## src/rtl/alu_issue.sv

```systemverilog
// alu_issue: RV32I decode-and-issue stage producing ALU operands and control.
// Takes instruction + register read data over valid/ready, decodes it and
// holds the resulting bundle in an output register toward execute.
// Optional macro ALU_ISSUE_SKID_EN adds a skid register so that in_ready is a
// flop output (no combinational path from out_ready to in_ready).
module alu_issue #(
    parameter int XLEN = 32
) (
    input  logic            clk_w_i,
    input  logic            rst_w_i_h,
    input  logic            in_valid_w_i_h,
    output logic            in_ready_w_o_h,
    input  logic [XLEN-1:0] instr_w_i,
    input  logic [XLEN-1:0] pc_w_i,
    input  logic [XLEN-1:0] rs1_data_w_i,
    input  logic [XLEN-1:0] rs2_data_w_i,
    output logic            out_valid_w_o_h,
    input  logic            out_ready_w_i_h,
    output logic [XLEN-1:0] a_data_w_o,
    output logic [XLEN-1:0] b_data_w_o,
    output logic [3:0]      alu_control_w_o,
    output logic            addi_sub_flag_w_o,
    output logic            store_force_add_flag_w_o,
    output logic            is_branch_w_o_h,
    output logic [2:0]      branch_funct3_w_o,
    output logic            illegal_w_o_h
);

    typedef struct packed {
        logic [XLEN-1:0] a;
        logic [XLEN-1:0] b;
        logic [3:0]      ctrl;
        logic            addi_sub;
        logic            force_add;
        logic            is_branch;
        logic [2:0]      br_f3;
        logic            illegal;
    } bundle_t;

    localparam logic [6:0] OPC_OP     = 7'b0110011;
    localparam logic [6:0] OPC_OP_IMM = 7'b0010011;
    localparam logic [6:0] OPC_LOAD   = 7'b0000011;
    localparam logic [6:0] OPC_STORE  = 7'b0100011;
    localparam logic [6:0] OPC_LUI    = 7'b0110111;
    localparam logic [6:0] OPC_AUIPC  = 7'b0010111;
    localparam logic [6:0] OPC_BRANCH = 7'b1100011;
    localparam logic [6:0] OPC_JAL    = 7'b1101111;
    localparam logic [6:0] OPC_JALR   = 7'b1100111;

    logic [6:0]      opcode;
    logic [2:0]      f3;
    logic            f7b;
    logic [XLEN-1:0] i_imm;
    logic [XLEN-1:0] s_imm;
    logic [XLEN-1:0] u_imm;
    bundle_t         dec_bundle;
    bundle_t         out_q;
    logic            out_valid_q;
    logic            in_fire;
    logic            out_fire;

    assign opcode = instr_w_i[6:0];
    assign f3     = instr_w_i[14:12];
    assign f7b    = instr_w_i[30];
    assign i_imm  = {{20{instr_w_i[31]}}, instr_w_i[31:20]};
    assign s_imm  = {{20{instr_w_i[31]}}, instr_w_i[31:25], instr_w_i[11:7]};
    assign u_imm  = {instr_w_i[31:12], 12'b0};

    // Decode the incoming instruction into an ALU bundle; unlisted flags stay 0.
    always_comb begin
        dec_bundle = '0;
        unique case (opcode)
            OPC_OP: begin
                dec_bundle.a        = rs1_data_w_i;
                dec_bundle.b        = rs2_data_w_i;
                dec_bundle.ctrl     = {f7b, f3};
                dec_bundle.addi_sub = f7b;
            end
            OPC_OP_IMM: begin
                dec_bundle.a    = rs1_data_w_i;
                dec_bundle.b    = i_imm;
                dec_bundle.ctrl = {(f3 == 3'b101) & f7b, f3};
            end
            OPC_LOAD: begin
                dec_bundle.a = rs1_data_w_i;
                dec_bundle.b = i_imm;
            end
            OPC_STORE: begin
                dec_bundle.a         = rs1_data_w_i;
                dec_bundle.b         = s_imm;
                dec_bundle.force_add = 1'b1;
            end
            OPC_LUI: begin
                dec_bundle.b = u_imm;
            end
            OPC_AUIPC: begin
                dec_bundle.a = pc_w_i;
                dec_bundle.b = u_imm;
            end
            OPC_BRANCH: begin
                dec_bundle.a         = rs1_data_w_i;
                dec_bundle.b         = rs2_data_w_i;
                dec_bundle.ctrl      = 4'b1000;
                dec_bundle.addi_sub  = 1'b1;
                dec_bundle.is_branch = 1'b1;
                dec_bundle.br_f3     = f3;
            end
            OPC_JAL, OPC_JALR: begin
                // Link value: pc + 4 computed by the ALU.
                dec_bundle.a = pc_w_i;
                dec_bundle.b = 32'd4;
            end
            default: begin
                // Unknown opcodes still issue so execute can raise the trap.
                dec_bundle.illegal = 1'b1;
            end
        endcase
    end

    assign in_fire  = in_valid_w_i_h & in_ready_w_o_h;
    assign out_fire = out_valid_q & out_ready_w_i_h;

`ifdef ALU_ISSUE_SKID_EN
    bundle_t skid_q;
    logic    skid_valid_q;
    logic    ready_q;

    // ready_q is the registered "skid empty" flag; reset only masks it.
    assign in_ready_w_o_h = ready_q & ~rst_w_i_h;

    // Two-entry buffer: a stalled output parks new input in skid, which
    // refills the output register on the next drain.
    always_ff @(posedge clk_w_i) begin
        if (rst_w_i_h) begin
            out_q        <= '0;
            out_valid_q  <= 1'b0;
            skid_q       <= '0;
            skid_valid_q <= 1'b0;
            ready_q      <= 1'b1;
        end else if (skid_valid_q) begin
            if (out_fire) begin
                out_q        <= skid_q;
                skid_valid_q <= 1'b0;
                ready_q      <= 1'b1;
            end
        end else if (in_fire) begin
            if (out_valid_q && !out_ready_w_i_h) begin
                skid_q       <= dec_bundle;
                skid_valid_q <= 1'b1;
                ready_q      <= 1'b0;
            end else begin
                out_q       <= dec_bundle;
                out_valid_q <= 1'b1;
            end
        end else if (out_fire) begin
            out_valid_q <= 1'b0;
        end
    end
`else
    // Single output register: accept when empty or draining this cycle.
    assign in_ready_w_o_h = ~rst_w_i_h & (~out_valid_q | out_ready_w_i_h);

    // Load a new bundle on accept, otherwise clear valid on drain.
    always_ff @(posedge clk_w_i) begin
        if (rst_w_i_h) begin
            out_q       <= '0;
            out_valid_q <= 1'b0;
        end else if (in_fire) begin
            out_q       <= dec_bundle;
            out_valid_q <= 1'b1;
        end else if (out_fire) begin
            out_valid_q <= 1'b0;
        end
    end
`endif

    assign out_valid_w_o_h          = out_valid_q;
    assign a_data_w_o               = out_q.a;
    assign b_data_w_o               = out_q.b;
    assign alu_control_w_o          = out_q.ctrl;
    assign addi_sub_flag_w_o        = out_q.addi_sub;
    assign store_force_add_flag_w_o = out_q.force_add;
    assign is_branch_w_o_h          = out_q.is_branch;
    assign branch_funct3_w_o        = out_q.br_f3;
    assign illegal_w_o_h            = out_q.illegal;

endmodule

```

## config.mk

```make
export PLATFORM = sky130hd
export DESIGN_NAME = alu_issue
export DESIGN_NICKNAME = d
export VERILOG_FILES = /design/src/rtl/alu_issue.sv
export SDC_FILE = /design/constraint.sdc
export NUM_CORES = 1
export LEC_CHECK = 0
export CAP_MARGIN = 20
export CORE_AREA = 2 2 82 84
export DETAILED_ROUTE_END_ITERATION = 10
export DIE_AREA = 0 0 84 86
export DONT_BUFFER_PORTS = 1
export GPL_ROUTABILITY_DRIVEN = 0
export MAX_ROUTING_LAYER = met4
export PLACE_DENSITY = 0.76
export SYNTH_ARGS = -nofsm -noshare
export SYNTH_HDL_FRONTEND = slang
export SYNTH_SLANG_ARGS = --single-unit
```

## constraint.sdc

```tcl
create_clock -name clk_w_i -period 1.9 [get_ports clk_w_i]
set_input_delay 0.38 -clock clk_w_i [delete_from_list [all_inputs] [get_ports clk_w_i]]
set_output_delay 0.38 -clock clk_w_i [all_outputs]
set_load 0.005 [all_outputs]
```

# After elaboration in Yosys (flattened, before gate mapping)
# Index checks and enable logic that the tools add are counted.
# op_classes
n_eq_ne,10
mux,9
bitwise,7
reduce_logical,8
# ops
operator,n
$pmux W32 S5,1
$pmux W32 S2,1
$eq A7 B6 Y1 const B,3
$eq A7 B7 Y1 const B,3
$eq A7 B5 Y1 const B,2
$pmux W4 S3,1
$reduce_or A9 Y1,1
$reduce_or A2 Y1,4
$eq A7 B2 Y1 const B,1
$reduce_or A5 Y1,1
$and A1 B1 Y1,4
$mux W1,4
$mux W4,1
$eq A3 B3 Y1 const B,1
$reduce_or A3 Y1,1
$not A1 Y1,2
$pmux W1 S2,1
$reduce_bool A2 Y1,1
$or A1 B1 Y1,1
# totals
register_bits,76
input_bits,132
output_inout_bits,77

# Longest topological paths before layout
# logic_depth
depth_word,5
mapped_depth,7
mapped_depth_nobuf,4

# Least setup slack after synthesis
# OpenSTA, ideal clock, no wires.
# synth_timing
path_kind,in2reg
startpoint,input port instr_w_i[6]
endpoint,"register out_q, in the netlist a_data_w_o[10]"
setup_ns,0.057
arrival_ns,1.589
required_time_ns,1.843
setup_slack_ns,0.254
stages,6
path_cell_list,buf_6 -> or3b_4 -> o21a_1 -> nor3_4 -> buf_6 -> a221o_2
# synth_via
elab_chain_len,3
elab_cells_between_ends,11
classes_between,eq/ne: 8; mux: 1; reduce/logical: 2
# synth_lines
element,line,text
start: declaration,13,"input logic [XLEN-1:0] instr_w_i,"
"$eq A7 B7 Y1, or another cell as far along",72,unique case (opcode)
$reduce_or A5 Y1 (no line) or $reduce_or A3 Y1 (tied branches),n/a,
$pmux W32 S2 (*),72,
end signal: assignment,169,out_q <= dec_bundle;
end: declaration,57,bundle_t out_q;
# Every way passes the cells marked *; elsewhere a longest branch is shown, timed or not.
# A chain may end at the register's enable or synchronous reset.

# Worst setup path in the final report
# layout_timing
startpoint,register out_valid_q (netlist: out_valid_w_o_h)
endpoint,"register out_q, in the netlist b_data_w_o[3]"
# layout_via
elab_chain_len,4
# layout_lines
element,line,text
start: declaration,58,logic out_valid_q;
start signal: assignment,167,out_valid_q <= 1'b0;
start signal: assignment,170,out_valid_q <= 1'b1;
start signal: assignment,172,out_valid_q <= 1'b0;
$not A1 Y1,161,assign in_ready_w_o_h = ~rst_w_i_h & (~out_valid_q | out_ready_w_i_h);
$or A1 B1 Y1,161,
$and A1 B1 Y1,161,
$and A1 B1 Y1,120,assign in_fire = in_valid_w_i_h & in_ready_w_o_h;
# Every way passes these cells.

==> summary.txt <==
Synthesis
  • Largest area contributor in the netlist: dfxtp_1
  • Distinct cells, synth: between 40 and 50
  • Mapped Cells: approximately 340
  • Post-synth top area share: 46.25%
  • Register area share after synthesis: a little under half
  • Post-synth EDFFs: 0
  • Post-synth top cells: dfxtp_1, and2_1, nor2_1
  • Net count after synthesis: between 400 and 500
  • Synth area leaders: dfxtp_1, a221o_2, and2_1
  • Main synth FF type: dfxtp_1
  • Mapped Area: roughly 3300 sq um
  • Top-count cell post-synth: dfxtp_1
  • #FFs+latches synth: between 70 and 80
  • Syn_area_per_cell: around 9.6 sq um
  • Ys async rst share: 0%
  • Yosys warning total: 0

Layout
  • Layout cells sized above 1: between 20% and 30%
  • Area grow syn2layout: 11.18%
  • Nets: roughly 480
  • # fillers: 538
  • Ant diodes: 0

STA
  • Max-slew headroom: between 30 and 40%
  • Fin crit period: roughly 1.8 ns
  • Final worst-path cycle share: 92.34%
  • Final Hold Fails: 0
  • Max Fclk: roughly 570 MHz
  • Worst hold slack: between 0.1 and 0.15 ns
  • Finish-stage setup viols: 0
  • Final max-slew violation count: 0
  • Worst-margin pin slew: between 0.9 and 1 ns
  • Clock skew: around 0.0092 ns

Floorplanning
  • Chip width: about 84 um
  • Cell Rows: 29
  • Chip height: 86 um
  • Initial Util: ~52%
  • Die footprint: 7224 sq um
  • IO Count: between 200 and 250
  • Core Box Area: approximately 6300 sq um

Critical path
  • CP max stage delay: between 0.8 and 0.9 ns
  • Worst path cell trace: nand2b_1 -> nand3_1 -> o31ai_2 -> a211oi_1
  • Slowest CP cell: o31ai_2
  • CP required: 2.07 ns
  • Setup CP Type: reg2reg
  • CP Buf/Inv Count: 0
  • Crit-path leading delay family: compound AO/OA/AOI/OAI gates
  • CP arrival: approximately 1.9 ns
  • Worst setup EP type: flip-flop
  • Crit Path Max Fanout: 12
  • CP Launch Type: flip-flop

Clock tree
  • Insertion delay to the later sink of the worst-skew pair: about 0.33 ns
  • Post-CTS Setup Bufs: 0
  • Clock Tree Root: clkbuf_8
  • CTS max path bufs: 2
  • Total CTS buffers: 9
  • CTS tree: done
  • CTS Sinks: 76
  • Clk pin slew, worst setup/hold paths: approximately 0.080 ns
  • Cts hold-fix bufs: 0
  • H-tree depth: 3
  • Cts repair resizes: 0

Power
  • Max VDD drop: ~0.51 mV
  • Total power: 3195 uW
  • Power per cell area: 873.6 nW/um^2
  • P_leak: between 0.001 and 0.0015 uW

Detailed routing
  • Initial drt markers: around 120
  • Via density: between 6 and 7
  • DR vias: 2,715
  • Total Wirelength: approximately 9000 um
  • 1st-pass router iterations: 4
  • Routed Antenna Nets: 0
  • DRC viols: 0
  • Routed wire length per instance: roughly 21 um

Place
  • Dpl hpwl: 6625 um
  • Port buffer count: 0

Global route
  • Largest net degree at the start of global routing: 39
  • Global Route Usage Sum: between 20% and 30%
  • Initial antenna violation count: 0
  • GRT overflow: 0
  • First-pass GRT wire length: 13,740 um
  • Vias in the first global route: 2,734

Run
  • Max-capacitance violation count: 0

Status
  • Status: finished, final reports clean

Worst hold path
  • Worst min path class: in2reg
[area by class of cell]
| cell class | instances | area (sq um) | area share (%) |
|---|---|---|---|
| Clock buffer | 11 | 141.4 | 3.866 |
| Clock inverter | 4 | 73.82 | 2.018 |
| Inverter | 12 | 45.04 | 1.232 |
| Multi-Input combinational cell | 227 | 1592 | 43.52 |
| Sequential cell | 76 | 1521 | 41.60 |
| Tap cell | 77 | 96.34 | 2.634 |
| Timing Repair Buffer | 20 | 187.7 | 5.132 |
[metrics by stage]
step                      util (%)    TNS (ns)  setup slack [ns]  area (sq um)  std cells
final                        58.26           0            0.1455          3657        427
after global placement       54.63     -0.4482          -0.02086          3430        411
after detailed placement     54.63      -1.161           -0.1114          3430        411
after floorplan                  -           0            0.2539          3289        341
after global routing         58.26  -0.0001887        -0.0001887          3657        427
after CTS                    58.06           0           0.06676          3645        426
[cell usage in the layout (no fill, tap or decap), types with 2 or more instances in the layout]
cell type	instances
a211oi_1	26
a21oi_1	7
a21oi_2	2
a221o_1	2
a221o_2	30
a22o_1	6
a22oi_1	26
a2bb2oi_1	2
and2_1	33
and2b_1	2
and3_1	3
buf_12	3
buf_4	17
bufinv_16	2
clkbuf_8	10
dfxtp_1	76
inv_1	12
nand2_1	15
nand2b_1	2
nand3_1	4
nor2_1	33
o21a_1	2
o21ai_0	8
o22ai_1	5
[logic make-up (layout without fill, tap and decap cells)]
group / Yosys count / in the layout / share of synthesized area (%)
flops: 76 / 76 / 46.25
simple gates: 101 / 101 / 16.13
compound gates: 124 / 125 / 31.04
xor+xnor: 1 / 1 / 0.2663
buf+inv: 39 / 47 / 6.314
[report_power, final]
part	switching, uW	total [uW]	leakage (uW)	internal (uW)
combinational	123	211	0.000636	87.9
clock	554	1320	0.000109	770
sequential	30.3	1660	0.000616	1630
[registers in the layout, indices dropped and copies added (netlist names)]
register / count
a_data_w_o: 32
b_data_w_o: 32
alu_control_w_o: 4
branch_funct3_w_o: 3
addi_sub_flag_w_o: 1
illegal_w_o_h: 1
is_branch_w_o_h: 1
out_valid_w_o_h: 1
store_force_add_flag_w_o: 1
[path summary, 6_finish.rpt]
kind,start,end,slack [ns],cells past startpoint
min reg2reg,b_data_w_o[9]$_SDFFE_PP0P_,b_data_w_o[9]$_SDFFE_PP0P_,0.49,2
min,rst_w_i_h,b_data_w_o[11]$_SDFFE_PP0P_,0.11,1
max reg2reg,out_valid_w_o_h$_SDFFE_PP0P_,b_data_w_o[3]$_SDFFE_PP0P_,0.15,4
max,out_valid_w_o_h$_SDFFE_PP0P_,b_data_w_o[3]$_SDFFE_PP0P_,0.15,4
[per-layer routing]
metal	vias up	GRT usage, %	wire (um)
met2	158	41.24	4465
met4	0	10.26	201
met3	18	6.641	791
met1	1244	28.05	3584
met5	-	-	0
li1	1295	-	-
Note: power is estimated with default switching activity, not from simulation.
